[src/rtl/grf_hazard_if.sv]
// D-stage view of the GRF read guard: operand/destination info in, stall and
// forward selects out. The pipeline drives through master, the hazard unit is the slave.
interface grf_hazard_if #(
    parameter int ADDR_W = 5,
    parameter int T_W    = 2,
    parameter int CNT_W  = 32
);
    logic              DValid;
    logic [ADDR_W-1:0] RsAddrD;
    logic [T_W-1:0]    RsTuseD;
    logic [ADDR_W-1:0] RtAddrD;
    logic [T_W-1:0]    RtTuseD;
    logic [ADDR_W-1:0] DstAddrD;
    logic              DstWriteD;
    logic [T_W-1:0]    DstTnewD;
    logic              Stall;
    logic [1:0]        FwdRsD;
    logic [1:0]        FwdRtD;
    logic [CNT_W-1:0]  StallCount;

    modport master (
        output DValid, RsAddrD, RsTuseD, RtAddrD, RtTuseD,
               DstAddrD, DstWriteD, DstTnewD,
        input  Stall, FwdRsD, FwdRtD, StallCount
    );

    modport slave (
        input  DValid, RsAddrD, RsTuseD, RtAddrD, RtTuseD,
               DstAddrD, DstWriteD, DstTnewD,
        output Stall, FwdRsD, FwdRtD, StallCount
    );
endinterface

[src/rtl/grf_hazard_unit.sv]
// Read-side guard for the GRF: shadows {addr, write, Tnew} of E/M/W and resolves
// stall and forward selects for the two D-stage operands.
module grf_hazard_unit #(
    parameter int ADDR_W = 5,
    parameter int T_W    = 2,
    parameter int CNT_W  = 32
) (
    input  logic       Clk,
    input  logic       Reset,
    grf_hazard_if.slave hz
);

    typedef struct packed {
        logic [ADDR_W-1:0] addr;
        logic              wr;
        logic [T_W-1:0]    tnew;
    } rec_t;

    rec_t             e_q, e_d, m_q, m_d, w_q, w_d;
    logic [CNT_W-1:0] cnt_q, cnt_d;
    logic             stall;
    logic [1:0]       fwd_rs, fwd_rt;

    // Register $0 is hardwired, so a record aimed at it never counts as a producer.
    function automatic logic match(input rec_t r, input logic [ADDR_W-1:0] a);
        return r.wr && (r.addr != '0) && (r.addr == a);
    endfunction

    function automatic logic [T_W-1:0] sat_dec(input logic [T_W-1:0] t);
        return (t == '0) ? '0 : t - 1'b1;
    endfunction

    // Youngest matching stage decides; a younger match that is not ready yet masks older ones.
    function automatic logic [1:0] fwd_sel(input rec_t e, input rec_t m, input rec_t w,
                                           input logic [ADDR_W-1:0] a);
        if (match(e, a))      return (e.tnew == '0) ? 2'd1 : 2'd0;
        else if (match(m, a)) return (m.tnew == '0) ? 2'd2 : 2'd0;
        else if (match(w, a)) return (w.tnew == '0) ? 2'd3 : 2'd0;
        else                  return 2'd0;
    endfunction

    always_comb begin
        stall = 1'b0;
        if (hz.DValid) begin
            stall = (match(e_q, hz.RsAddrD) && (e_q.tnew > hz.RsTuseD)) ||
                    (match(m_q, hz.RsAddrD) && (m_q.tnew > hz.RsTuseD)) ||
                    (match(e_q, hz.RtAddrD) && (e_q.tnew > hz.RtTuseD)) ||
                    (match(m_q, hz.RtAddrD) && (m_q.tnew > hz.RtTuseD));
        end
        fwd_rs = fwd_sel(e_q, m_q, w_q, hz.RsAddrD);
        fwd_rt = fwd_sel(e_q, m_q, w_q, hz.RtAddrD);
    end

    always_comb begin
        w_d      = m_q;
        w_d.tnew = sat_dec(m_q.tnew);
        m_d      = e_q;
        m_d.tnew = sat_dec(e_q.tnew);
        e_d      = '0;
        if (hz.DValid && !stall) begin
            e_d.addr = hz.DstAddrD;
            e_d.wr   = hz.DstWriteD;
            e_d.tnew = hz.DstTnewD;
        end
        cnt_d = cnt_q;
        if (stall && (cnt_q != {CNT_W{1'b1}})) begin
            cnt_d = cnt_q + 1'b1;
        end
    end

    always_ff @(posedge Clk) begin
        if (Reset) begin
            e_q   <= '0;
            m_q   <= '0;
            w_q   <= '0;
            cnt_q <= '0;
        end else begin
            e_q   <= e_d;
            m_q   <= m_d;
            w_q   <= w_d;
            cnt_q <= cnt_d;
        end
    end

    assign hz.Stall      = stall;
    assign hz.FwdRsD     = fwd_rs;
    assign hz.FwdRtD     = fwd_rt;
    assign hz.StallCount = cnt_q;

endmodule

[src/flat_wrapper.sv]
// flat-port wrapper written by rule: the top's interface ports become plain ports
module grf_hazard_unit_flat 
#(
    parameter int ADDR_W = 5,
    parameter int T_W    = 2,
    parameter int CNT_W  = 32
)
  (Clk, Reset, hz_DValid, hz_RsAddrD, hz_RsTuseD, hz_RtAddrD, hz_RtTuseD, hz_DstAddrD, hz_DstWriteD, hz_DstTnewD, hz_Stall, hz_FwdRsD, hz_FwdRtD, hz_StallCount);
  grf_hazard_if #(.ADDR_W(ADDR_W), .T_W(T_W), .CNT_W(CNT_W)) hz_i ();
  input  logic Clk;
  input  logic Reset;
  input wire logic [$bits(hz_i.DValid)-1:0] hz_DValid;
  input wire logic [$bits(hz_i.RsAddrD)-1:0] hz_RsAddrD;
  input wire logic [$bits(hz_i.RsTuseD)-1:0] hz_RsTuseD;
  input wire logic [$bits(hz_i.RtAddrD)-1:0] hz_RtAddrD;
  input wire logic [$bits(hz_i.RtTuseD)-1:0] hz_RtTuseD;
  input wire logic [$bits(hz_i.DstAddrD)-1:0] hz_DstAddrD;
  input wire logic [$bits(hz_i.DstWriteD)-1:0] hz_DstWriteD;
  input wire logic [$bits(hz_i.DstTnewD)-1:0] hz_DstTnewD;
  output wire logic [$bits(hz_i.Stall)-1:0] hz_Stall;
  output wire logic [$bits(hz_i.FwdRsD)-1:0] hz_FwdRsD;
  output wire logic [$bits(hz_i.FwdRtD)-1:0] hz_FwdRtD;
  output wire logic [$bits(hz_i.StallCount)-1:0] hz_StallCount;
  assign hz_i.DValid = hz_DValid;
  assign hz_i.RsAddrD = hz_RsAddrD;
  assign hz_i.RsTuseD = hz_RsTuseD;
  assign hz_i.RtAddrD = hz_RtAddrD;
  assign hz_i.RtTuseD = hz_RtTuseD;
  assign hz_i.DstAddrD = hz_DstAddrD;
  assign hz_i.DstWriteD = hz_DstWriteD;
  assign hz_i.DstTnewD = hz_DstTnewD;
  assign hz_Stall = hz_i.Stall;
  assign hz_FwdRsD = hz_i.FwdRsD;
  assign hz_FwdRtD = hz_i.FwdRtD;
  assign hz_StallCount = hz_i.StallCount;
  grf_hazard_unit #(.ADDR_W(ADDR_W), .T_W(T_W), .CNT_W(CNT_W)) u_core (.Clk(Clk), .Reset(Reset), .hz(hz_i));
endmodule
[config.mk]
export PLATFORM = sky130hd
export DESIGN_NAME = grf_hazard_unit_flat
export DESIGN_NICKNAME = d
export VERILOG_FILES = /design/src/rtl/grf_hazard_if.sv /design/src/rtl/grf_hazard_unit.sv /design/src/flat_wrapper.sv
export SDC_FILE = /design/constraint.sdc
export NUM_CORES = 1
export LEC_CHECK = 0
export BUFFER_PORTS_ARGS = -buffer_cell sky130_fd_sc_hd__buf_2
export CORE_MARGIN = 8
export CORE_UTILIZATION = 57
export CTS_BUF_LIST = sky130_fd_sc_hd__clkbuf_8
export DETAILED_ROUTE_END_ITERATION = 12
export MAX_ROUTING_LAYER = met4
export PLACE_DENSITY = 0.91
export SLEW_MARGIN = 30
export SYNTH_ARGS = -nofsm -noshare
export SYNTH_HDL_FRONTEND = slang
export SYNTH_SLANG_ARGS = --single-unit
export TNS_END_PERCENT = 10
[constraint.sdc]
create_clock -name Clk -period 2.9 [get_ports Clk]
set_input_delay 0.29 -clock Clk [delete_from_list [all_inputs] [get_ports Clk]]
set_output_delay 0.29 -clock Clk [all_outputs]
set_load 0.01 [all_outputs]
==> key figures, run 1 <==
Timing
  • Final count of pins violating max slew: 0
  • Min Tclk post-route: roughly 2600 ps
  • Max_slew headroom: 45.3%
  • Final setup vio count: 0
  • Clock Skew: roughly 8.5 ps
  • Hold Fails Final Rpt: 0
  • Unrepaired setup endpoints after global routing: no
  • Tcrit/Tclk final: approximately 91%
  • WHS: 178 ps
  • Setup TNS: 0 ps
  • Worst Max-Slew Pin Slew: 814 ps
  • Highest clock rate: 0.378 GHz

CTS
  • Clock transition at path regs: 90 ps
  • CTS tree: yes
  • Number of setup buffers added after CTS: 0
  • Clock root buffer: clkbuf_8
  • H-tree levels: 2
  • Clk sinks: 56
  • Clock buffer depth: 2
  • PostCTS Resize Cnt: 0
  • Clk Latency, worst-skew pair: roughly 310 ps
  • CTS Buf Count: 5

Floorplanning
  • IO Pins: 62
  • Die height: 89.7 um
  • Row count: 27
  • Die ar.: between 8000 and 9000 um^2
  • Die Span X: around 90 um
  • Core area: 5370 um^2
  • Initial Utilization: 57.7%

Setup path
  • Top delay family on crit path: simple AND/OR/NAND/NOR gates
  • CP startpoint kind: register
  • Crit-path max FO: 35
  • Critical path depth: 7
  • Slowest CP cell: or4_4
  • CP cell instances: or4_4, o211ai_2, nor3_2, o41ai_4, buf_12, inv_2, buf_2
  • Setup crit start: u_core.e_q[4]$_SDFF_PP0_
  • Req. time, crit path: ~2600 ps
  • Worst setup EP type: output pin
  • Reg2reg setup slack: 310 ps
  • RR Startpoint: u_core.e_q[1]$_SDFF_PP0_
  • WP data arrival: between 2000 and 2500 ps
  • Buf/Inv on CP: 3
  • Reg2Reg Depth: 8
  • Capturing point of the worst reg2reg path: u_core.hz.StallCount[19]$_SDFFE_PP0P_
  • Kind of critical path: register to output pin
  • Capture point of the worst path: hz_Stall
  • Slowest stage delay, CP: between 500 and 600 ps

Synth
  • Area of the mapped netlist: 3100 um^2
  • Mapped Cells: ~360
  • Cell accounting for the most synthesized area: dfxtp_1
  • Synthesized net count: 391
  • Synth async-reset ratio: 0%
  • Yosys top cell area share: 36.2%
  • EDFF count, synth: 0
  • Post-synthesis sequential area ratio: 36.2%
  • Warnings, synthesis: 0
  • Synth unique cells: 46
  • Synth Register Bits: 56
  • Main synth FF type: dfxtp_1
  • Syn Area/Cell: between 8 and 9 um^2
  • Synth area leaders: dfxtp_1 (36%), xnor2_1 (5.7%), nor2b_1 (4.6%)

Worst hold path
  • Hold path depth: 2
  • Worst hold-check path type: input port to register

Run
  • Max-cap viol count: 0

Placement
  • Detailed Place HPWL: 5.50 mm
  • IO Port Bufs: 61
  • Inst Count DP: 475
  • RD Place Congestion: 0.877
  • Dpl cell area: ~3400 um^2

Drt
  • Via count: around 2800
  • Via/cell ratio: 5.74
  • DRT iter0 DRCs: ~120
  • Wire length per cell: 15.0 um
  • DRC: 0
  • Drt pass-1 iters: 4
  • Final WL: roughly 7.3 mm
  • Final ANT Viol Nets: 0

GRT
  • Initial antenna violation count: 0
  • GRT overflow: 0
  • Vias in the first global route: ~2600
  • First-pass GRT wire length: 12.0 mm
  • Largest net degree at the start of global routing: 36
  • GRT Overall Usage: about 18%

Pwr
  • Cell Pwr Density: 381 nW/um^2
  • Total Power: 1.35 mW
  • Leak pwr: 1.38 nW
  • Worst vdd ir: 0.263 mV

Finish
  • Fin nets: around 450
  • # diodes: 0
  • Layout area overhead: 14.5%
  • Final Cell Area: 3550 um^2
  • Layout cell share with drive strength beyond 1: 20.4%
  • Finished Layout Cells: about 480

Status
  • Status: finished clean
==> sequential cells by signal (all words and copies together), names as in the netlist <==
register and count:
u_core.m_q 8, u_core.hz.StallCount 32, u_core.e_q 8, u_core.w_q 8
==> worst min-delay path by stage <==
| stage | start | end | slack [ps] |
|---|---|---|---|
| 3_3_place_gp | u_core.m_q[0]$_SDFF_PP0_ | u_core.w_q[0]$_SDFF_PP0_ | 410 |
| 6_report | hz_DstTnewD[1] | u_core.e_q[1]$_SDFF_PP0_ | 180 |
| 3_5_place_dp | u_core.e_q[0]$_SDFF_PP0_ | u_core.m_q[0]$_SDFF_PP0_ | 420 |
| 5_1_grt | hz_DstTnewD[1] | u_core.e_q[1]$_SDFF_PP0_ | 170 |
| 4_1_cts | hz_DstTnewD[1] | u_core.e_q[1]$_SDFF_PP0_ | 170 |
| 2_1_floorplan | u_core.e_q[0]$_SDFF_PP0_ | u_core.m_q[0]$_SDFF_PP0_ | 400 |
==> power by group <==
part	total (mW)	switching [mW]	internal (mW)
logic	0.124	0.0683	0.0561
clock network	0.437	0.246	0.191
registers	0.789	0.0102	0.779
==> cells by family after synthesis <==
logic type	Yosys count	synth area share, %
AND/OR/NAND/NOR	165	32.1
AO/OA/AOI/OAI	61	11.7
flip-flops	56	36.2
XOR/XNOR	30	8.48
buffers and inverters	22	3.43
adder cells (fa/ha/maj)	11	4.44
multiplexers	10	3.59
==> cell usage after synthesis, types with 2 or more instances <==
master,n
mux2_2,2
buf_4,2
nor3_1,10
dfxtp_1,56
nand2b_1,2
nand4_1,14
ha_1,11
nor3b_1,2
nand2_1,19
xnor2_1,20
and4_1,6
or3_1,18
o21ai_1,17
or4_1,10
inv_1,6
nor2b_1,23
xor2_1,10
a21oi_1,26
clkbuf_1,9
nor4_1,4
buf_6,2
nand3_1,16
and3_1,4
o21ai_0,6
and2_1,9
nor2_1,18
nor4_2,2
nor4b_2,2
o31ai_1,6
mux2_1,7
==> metrics by stage <==
step,utilization (%),worst slack (ps)
CTS,65.8,189
global placement,64.1,286
global route,66.0,116
floorplan,-,622
detailed placement,64.1,241
finish,66.0,255
==> area by class of cell <==
| type | instances | area, um^2 |
|---|---|---|
| clock inverter | 2 | 11.3 |
| tap | 72 | 90.1 |
| sequential | 56 | 1120 |
| multi-input combinational | 278 | 1880 |
| fill | 456 | 1820 |
| inverter | 7 | 26.3 |
| timing repair buffer | 63 | 333 |
| clock buffer | 6 | 82.6 |
==> layout by cell type, fill, tap and decap left out, types with 16 or more instances in the layout <==
| master | n |
|---|---|
| nor2_1 | 18 |
| xnor2_1 | 20 |
| nor2b_1 | 23 |
| o21ai_1 | 17 |
| buf_2 | 61 |
| a21oi_1 | 26 |
| dfxtp_1 | 56 |
| nand2_1 | 19 |
| nand3_1 | 16 |
| or3_1 | 18 |
==> per-layer routing <==
layer,wire [um],vias to the layer above,global-route usage [%],part of all wire (%)
li1,-,1413,-,-
met1,3230,1287,20.5,44
met2,3620,65,30.2,50
met3,315,13,3.91,4.3
met4,114,0,6.49,1.6
met5,0,-,-,0
==> what timing repair did <==
item	in CTS	in global routing
endpoints found under the setup margin	0	1
hold buffers	0	0
hold endpoints to repair	0	0
Note: power is estimated with default switching activity, not from simulation.
==> run 2, diff against run 1 <==
CORE_UTILIZATION = 55   (was 57)
CTS_BUF_LIST = default   (was sky130_fd_sc_hd__clkbuf_8)
PLACE_DENSITY = 0.89   (was 0.91)
==> run 2 against run 1 <==
Fmax decreased by 0.46%. Sequential share of layout area about the same. Clock power increased by 4.8%. Combinational power about the same. Critical path type unchanged.
==> key figures, run 2 (synthesized netlist as in run 1, its figures left out) <==
GRT
  • First-pass GRT wire length: 12.8 mm (+6.6%)
  • Vias in the first global route: 2721 (+3.9%)
  • GRT Overall Usage: 18.7% (+0.77 points)
  • GRT overflow: 0 (unchanged)
  • Largest net degree at the start of global routing: 31 (-14%)
  • Initial antenna violation count: 0 (unchanged)

Timing
  • Unrepaired setup endpoints after global routing: no
  • Highest clock rate: 0.376 GHz (-0.46%)
  • WHS: 168 ps (-10.4 ps)
  • Tcrit/Tclk final: 91.6% (+0.42 points)
  • Worst Max-Slew Pin Slew: 686 ps (-129 ps)
  • Final setup vio count: 0 (unchanged)
  • Setup TNS: 0 ps (unchanged)
  • Final WS setup: 242 ps (-12.3 ps)
  • Clock Skew: 10.5 ps (+2.01 ps)
  • Hold Fails Final Rpt: 0 (unchanged)
  • Min Tclk post-route: 2660 ps (+12.3 ps)
  • Final count of pins violating max slew: 0 (unchanged)
  • Max_slew headroom: 54.0% (+8.7 points)

Setup path
  • WP data arrival: 2370 ps (about the same)
  • Req. time, crit path: 2610 ps (about the same)
  • Worst setup EP type: output pin
  • Kind of critical path: register to output pin
  • CP startpoint kind: register
  • Crit-path max FO: 16 (-54%)

Drt
  • DRT iter0 DRCs: 85 (-31%)
  • Via/cell ratio: 5.77 (+0.52%)
  • Wire length per cell: 15.6 um (+3.4%)
  • Drt pass-1 iters: 4 (unchanged)
  • Final WL: 7.56 mm (+3.8%)
  • Final ANT Viol Nets: 0 (unchanged)
  • Via count: 2804 (+0.94%)
  • DRC: 0 (unchanged)

CTS
  • CTS tree: yes
  • Clk sinks: 56 (unchanged)
  • Clock transition at path regs: 100 ps (about the same)
  • Clock buffer depth: 2 (unchanged)
  • H-tree levels: 2 (unchanged)
  • Clk Latency, worst-skew pair: 320 ps (about the same)
  • CTS Buf Count: 5 (unchanged)
  • PostCTS Resize Cnt: 0 (unchanged)
  • Number of setup buffers added after CTS: 1 (+1)
  • Clock root buffer: clkbuf_8
  • Hold bufs inserted after CTS: 0 (unchanged)

Floorplanning
  • Die height: 91.1 um (+1.5%)
  • Initial Utilization: 56.6% (-1.1 points)
  • IO Pins: 62 (unchanged)
  • Core area: 5470 um^2 (+1.9%)
  • Die ar.: 8290 um^2 (+3.0%)
  • Row count: 27 (unchanged)
  • Die Span X: 91.1 um (+1.5%)

Finish
  • Most common cell after layout, fill and taps aside: buf_2
  • # diodes: 0 (unchanged)
  • Commonest cells after routing, fill and taps aside: buf_2 (61), dfxtp_1 (56), a21oi_1 (26)
  • Max reg flops: 32 (unchanged)
  • Fin nets: 449 (+0.45%)
  • Layout cell share with drive strength beyond 1: 20.8% (+0.38 points)
  • Fillers: 497 (+9.0%)
  • Layout area overhead: 14.4% (about the same)

Placement
  • Pre-CTS setup slack: 148 ps (-92.7 ps)
  • IO Port Bufs: 61 (unchanged)
  • Detailed Place HPWL: 5.80 mm (+5.4%)
  • RD Place Congestion: 0.848 (-3.3%)

Pwr
  • Worst vdd ir: 0.239 mV (-9.3%)
  • Leak pwr: 1.38 nW (about the same)
  • Cell Pwr Density: 387 nW/um^2 (+1.7%)

Status
  • Status: finished clean

Run
  • Max-cap viol count: 0 (unchanged)

Worst hold path
  • Worst hold-check path type: input port to register
-- run 2: cell types whose count changed in the layout (fill, tap and decap cells not counted) --
cell      before  now
buf_12         1    0
buf_4          1    5
inv_1          7    6
nor4_2         3    2
clkbuf_1       0    1
-- run 2: layout make-up --
type | instances | area [um^2] | share of cell area, %
Clock buffer | 7 | 86.3 | 2.44
Clock inverter | 1 | 7.51 | 0.212
Inverter | 7 | 26.3 | 0.741
Multi-Input combinational cell | 277 | 1870 | 52.8
Sequential cell | 56 | 1120 | 31.6
Tap cell | 72 | 90.1 | 2.54
Timing Repair Buffer | 66 | 343 | 9.67
-- run 2: routing by layer --
layer  share of wire (%)  global-route usage, %
met4                 1.2                   6.14
met1                  44                   22.0
met2                  51                   31.5
met5                   0                      -
met3                 3.7                   3.46
-- run 2: worst paths after layout --
check | slack (ps) | to | startpoint | cells after the start
worst max-delay path | 240 | hz_Stall | u_core.m_q[3]$_SDFF_PP0_ | 7
worst min-delay path | 170 | u_core.e_q[2]$_SDFF_PP0_ | hz_DstWriteD | 2
worst max register to register | 300 | u_core.hz.StallCount[0]$_SDFFE_PP0P_ | u_core.m_q[3]$_SDFF_PP0_ | 7
worst min register to register | 440 | u_core.w_q[0]$_SDFF_PP0_ | u_core.m_q[0]$_SDFF_PP0_ | 1
-- run 2: critical path, cell delays in order (launching register included) --
cell and delay, ps:
dfxtp_1 360, or4_1 570, nor2_2 230, nor4_2 130, o41ai_4 340, buf_4 260
inv_2 30, buf_2 130
-- run 2: stage by stage --
stage | power (mW) | cell area (um^2) | util [%] | instances
floorplan | 0.888 | 3100 | - | 355
global placement | 0.926 | 3440 | 62.8 | 476
detailed placement | 0.933 | 3440 | 62.8 | 476
CTS | 1.38 | 3540 | 64.6 | 485
global route | 1.43 | 3540 | 64.8 | 486
finish | 1.37 | 3540 | 64.8 | 486
-- run 2: where the power goes --
group	leakage, nW	total (mW)	switching [mW]	internal (mW)
Combinational	0.884	0.125	0.0694	0.0560
Sequential	0.453	0.790	0.0103	0.779
Clock	0.0445	0.458	0.263	0.195
==> run 3, diff against run 2 <==
--- a/config.mk
+++ b/config.mk
@@ -6,10 +6,11 @@
 export NUM_CORES = 1
 export LEC_CHECK = 0
+export ABC_AREA = 1
 export BUFFER_PORTS_ARGS = -buffer_cell sky130_fd_sc_hd__buf_2
 export CORE_MARGIN = 8
-export CORE_UTILIZATION = 55
+export CORE_UTILIZATION = 57
 export DETAILED_ROUTE_END_ITERATION = 12
 export MAX_ROUTING_LAYER = met4
-export PLACE_DENSITY = 0.89
+export PLACE_DENSITY = 0.9
 export SLEW_MARGIN = 30
 export SYNTH_ARGS = -nofsm -noshare
==> constraint.sdc (replaced) <==
create_clock -name Clk -period 2.9 [get_ports Clk]
set_input_delay 0.58 -clock Clk [delete_from_list [all_inputs] [get_ports Clk]]
set_output_delay 0.58 -clock Clk [all_outputs]
set_load 0.01 [all_outputs]
==> run 3 against run 2 <==
Worst hold slack better by 260 ps. Critical path depth is 1 higher. Combinational power is 14% higher. Clock skew is 2.1 ps lower. Critical endpoint is now hz_FwdRsD[0]. Sequential cell count stayed put. Global-route usage is 2.2 points higher. Area after synthesis is 17% higher.
==> key figures, run 3 <==
Status
  • Status: finished clean

Finish
  • # diodes: 0 (unchanged)
  • Fin nets: 665 (+48%)
  • Commonest cells after routing, fill and taps aside: nand2_1 (131), inv_1 (100), nor2_1 (91)
  • Final Util: 64.8% (about the same)
  • Layout cell share with drive strength beyond 1: 15.6% (-5.2 points)
  • Max reg flops: 32 (unchanged)
  • Final Cell Area: 4040 um^2 (+14%)
  • Layout area overhead: 11.8%
  • Most common cell after layout, fill and taps aside: nand2_1

Worst hold path
  • Hold Path End: u_core.w_q[0]$_SDFF_PP0_
  • Hold wc startpoint: u_core.m_q[0]$_SDFF_PP0_
  • Hold path depth: 1 (-1)
  • Worst hold-check path type: register to register

Synth
  • Synth Register Bits: 56 (unchanged)
  • EDFF count, synth: 0 (unchanged)
  • Area of the mapped netlist: 3620 um^2 (+17%)
  • Main synth FF type: dfxtp_1
  • Yosys top cell area share: 31.0% (-5.2 points)
  • Top cells by count, synth: nand2_1 (131), inv_1 (100), nor2_1 (91)
  • Synth area leaders: dfxtp_1 (31%), nand2_1 (14%), inv_1 (10%)
  • Warnings, synthesis: 0 (unchanged)
  • Post-synthesis sequential area ratio: 31.0% (-5.2 points)
  • Mapped Cells: 576 (+62%)
  • Synth async-reset ratio: 0% (unchanged)
  • Synth unique cells: 34 (-26%)
  • Most frequent cell after synthesis: nand2_1
  • Synthesized net count: 612 (+57%)
  • Cell accounting for the most synthesized area: dfxtp_1
  • Syn Area/Cell: 6.28 um^2 (-28%)

Pwr
  • Worst vdd ir: 0.330 mV (+38%)
  • Leak pwr: 2.08 nW (+51%)
  • Cell Pwr Density: 342 nW/um^2 (-12%)
  • Clock power frac: 32.6% (-0.7 points)
  • Sw frac: 27.0% (+2.1 points)
  • Switching pwr: 373 uW (+9.0%)
  • Pint: 1.01 mW (-2.1%)
  • Combinational power share: 10.3% (+1.2 points)
  • Reg power frac: 57.1% (-0.4 points)

CTS
  • Clock root buffer: clkbuf_8
  • PostCTS Resize Cnt: 0 (unchanged)
  • CTS tree: yes
  • Number of setup buffers added after CTS: 0 (-1)
  • Hold bufs inserted after CTS: 0 (unchanged)
  • Clk Latency, worst-skew pair: 320 ps (about the same)
  • Clk sinks: 56 (unchanged)
  • CTS Buf Count: 5 (unchanged)
  • Clock transition at path regs: 100 ps (about the same)
  • H-tree levels: 2 (unchanged)
  • Clock buffer depth: 2 (unchanged)

Setup path
  • CP startpoint kind: register
  • Reg2Reg Depth: 12 (+5)
  • Kind of critical path: register to output pin
  • Capturing point of the worst reg2reg path: u_core.hz.StallCount[27]$_SDFFE_PP0P_
  • Crit-path max FO: 3 (-13)
  • Worst setup EP type: output pin
  • Reg2reg setup slack: 940 ps (+640 ps)
  • WP data arrival: 1760 ps (-610 ps)
  • RR Startpoint: u_core.hz.StallCount[1]$_SDFFE_PP0P_
  • Req. time, crit path: 2320 ps (-290 ps)

Placement
  • Detailed Place HPWL: 7.07 mm (+22%)
  • RD Place Congestion: 0.931 (+9.7%)
  • Dpl cell area: 3950 um^2 (+15%)
  • IO Port Bufs: 61 (unchanged)

Run
  • Max-cap viol count: 0 (unchanged)

Timing
  • WHS: 431 ps (+263 ps)
  • Highest clock rate: 0.428 GHz (+14%)
  • Tcrit/Tclk final: 80.6% (-11 points)
  • Hold Fails Final Rpt: 0 (unchanged)
  • Unrepaired setup endpoints after global routing: no
  • Final setup vio count: 0 (unchanged)
  • Max_slew headroom: 68.0% (+14 points)
  • Final count of pins violating max slew: 0 (unchanged)
  • Worst Max-Slew Pin Slew: 473 ps (-212 ps)
  • Min Tclk post-route: 2340 ps (-321 ps)
  • Setup TNS: 0 ps (unchanged)
  • Clock Skew: 8.38 ps (-2.14 ps)

Drt
  • DRT iter0 DRCs: 261 (+210%)
  • Wire length per cell: 13.1 um (-16%)
  • Via count: 3779 (+35%)
  • DRC: 0 (unchanged)
  • Final ANT Viol Nets: 0 (unchanged)
  • Final WL: 9.23 mm (+22%)
  • Via/cell ratio: 5.35 (-7.4%)
  • Drt pass-1 iters: 5 (+1)

Floorplanning
  • Initial Utilization: 58.0% (+1.4 points)
  • IO Pins: 62 (unchanged)
  • Die Span X: 95.7 um (+5.1%)
  • Row count: 29 (+7.4%)
  • Core area: 6240 um^2 (+14%)
  • Die ar.: 9150 um^2 (+10%)
  • Die height: 95.7 um (+5.1%)

GRT
  • Vias in the first global route: 3627 (+33%)
  • First-pass GRT wire length: 15.3 mm (+19%)
  • Largest net degree at the start of global routing: 59 (+90%)
  • GRT overflow: 0 (unchanged)
  • GRT Overall Usage: 21.0% (+2.2 points)
  • Initial antenna violation count: 0 (unchanged)
-- run 3: changes by cell type after synthesis, moves of 15 or more --
cell     before  now
or3_1        18    0
nand2_1      19  131
nor2b_1      23    0
nand4_1      14   39
nand3_1      16   49
xnor2_1      20    5
nor2_1       18   91
a21oi_1      26    6
o21ai_1      17    0
inv_1         6  100
-- run 3: cell type report --
cell class,instances,area (um^2)
tap,77,96.3
sequential,56,1120
fill,570,2200
multi-input combinational,388,1960
timing repair buffer,65,348
clock buffer,5,68.8
inverter,113,424
clock inverter,3,25.0
-- run 3: cells by family (layout without fill, tap and decap cells) --
logic type      after synthesis  in the layout  synth area share (%)
flops                        56             56                  31.0
simple gates                341            341                  42.8
fa+ha+maj                    11             11                  3.80
buf+inv                     132            186                  14.8
xor+xnor                     20             20                  4.84
compound gates               16             16                  2.73
-- run 3: power by group through the flow --
stage	clock network [mW]	registers (mW)	logic, mW
2_1_floorplan	0	0.804	0.0906
3_3_place_gp	0	0.807	0.132
3_5_place_dp	0	0.807	0.141
4_1_cts	0.456	0.789	0.141
5_1_grt	0.489	0.791	0.157
6_report	0.450	0.789	0.142
-- run 3: layer usage --
layer	wire length [um]	vias to the layer above	track usage, %
li1	-	1905	-
met1	3730	1696	22.6
met2	4540	152	36.7
met3	716	26	3.62
met4	248	0	9.35
met5	0	-	-
-- run 3: worst max-delay path by stage --
| stage | cells past startpoint | slack (ps) | to | startpoint |
|---|---|---|---|---|
| after global placement | 9 | 670 | hz_Stall | hz_RsTuseD[1] |
| after floorplan | 7 | 880 | hz_Stall | hz_RsTuseD[1] |
| after global routing | 8 | 410 | hz_FwdRsD[0] | u_core.m_q[7]$_SDFF_PP0_ |
| after detailed placement | 9 | 590 | hz_Stall | hz_RsTuseD[1] |
| after CTS | 9 | 570 | hz_Stall | hz_RsTuseD[1] |
| final | 8 | 560 | hz_FwdRsD[0] | u_core.m_q[7]$_SDFF_PP0_ |
-- run 3: critical path, cell delays in order, from the launching register on --
cell and delay (ps):
dfxtp_1 410, inv_1 80, nand3_1 90, nand2_1 110, nor4_1 360, nor3_1 80
nand2_1 90, o21ai_0 70, buf_2 140
-- run 3: stage by stage --
step / instances / power, mW / setup slack (ps)
4_1_cts: 707 / 1.39 / 575
3_5_place_dp: 699 / 0.948 / 587
2_1_floorplan: 576 / 0.895 / 878
6_report: 707 / 1.38 / 564
5_1_grt: 707 / 1.44 / 413
3_3_place_gp: 699 / 0.938 / 674
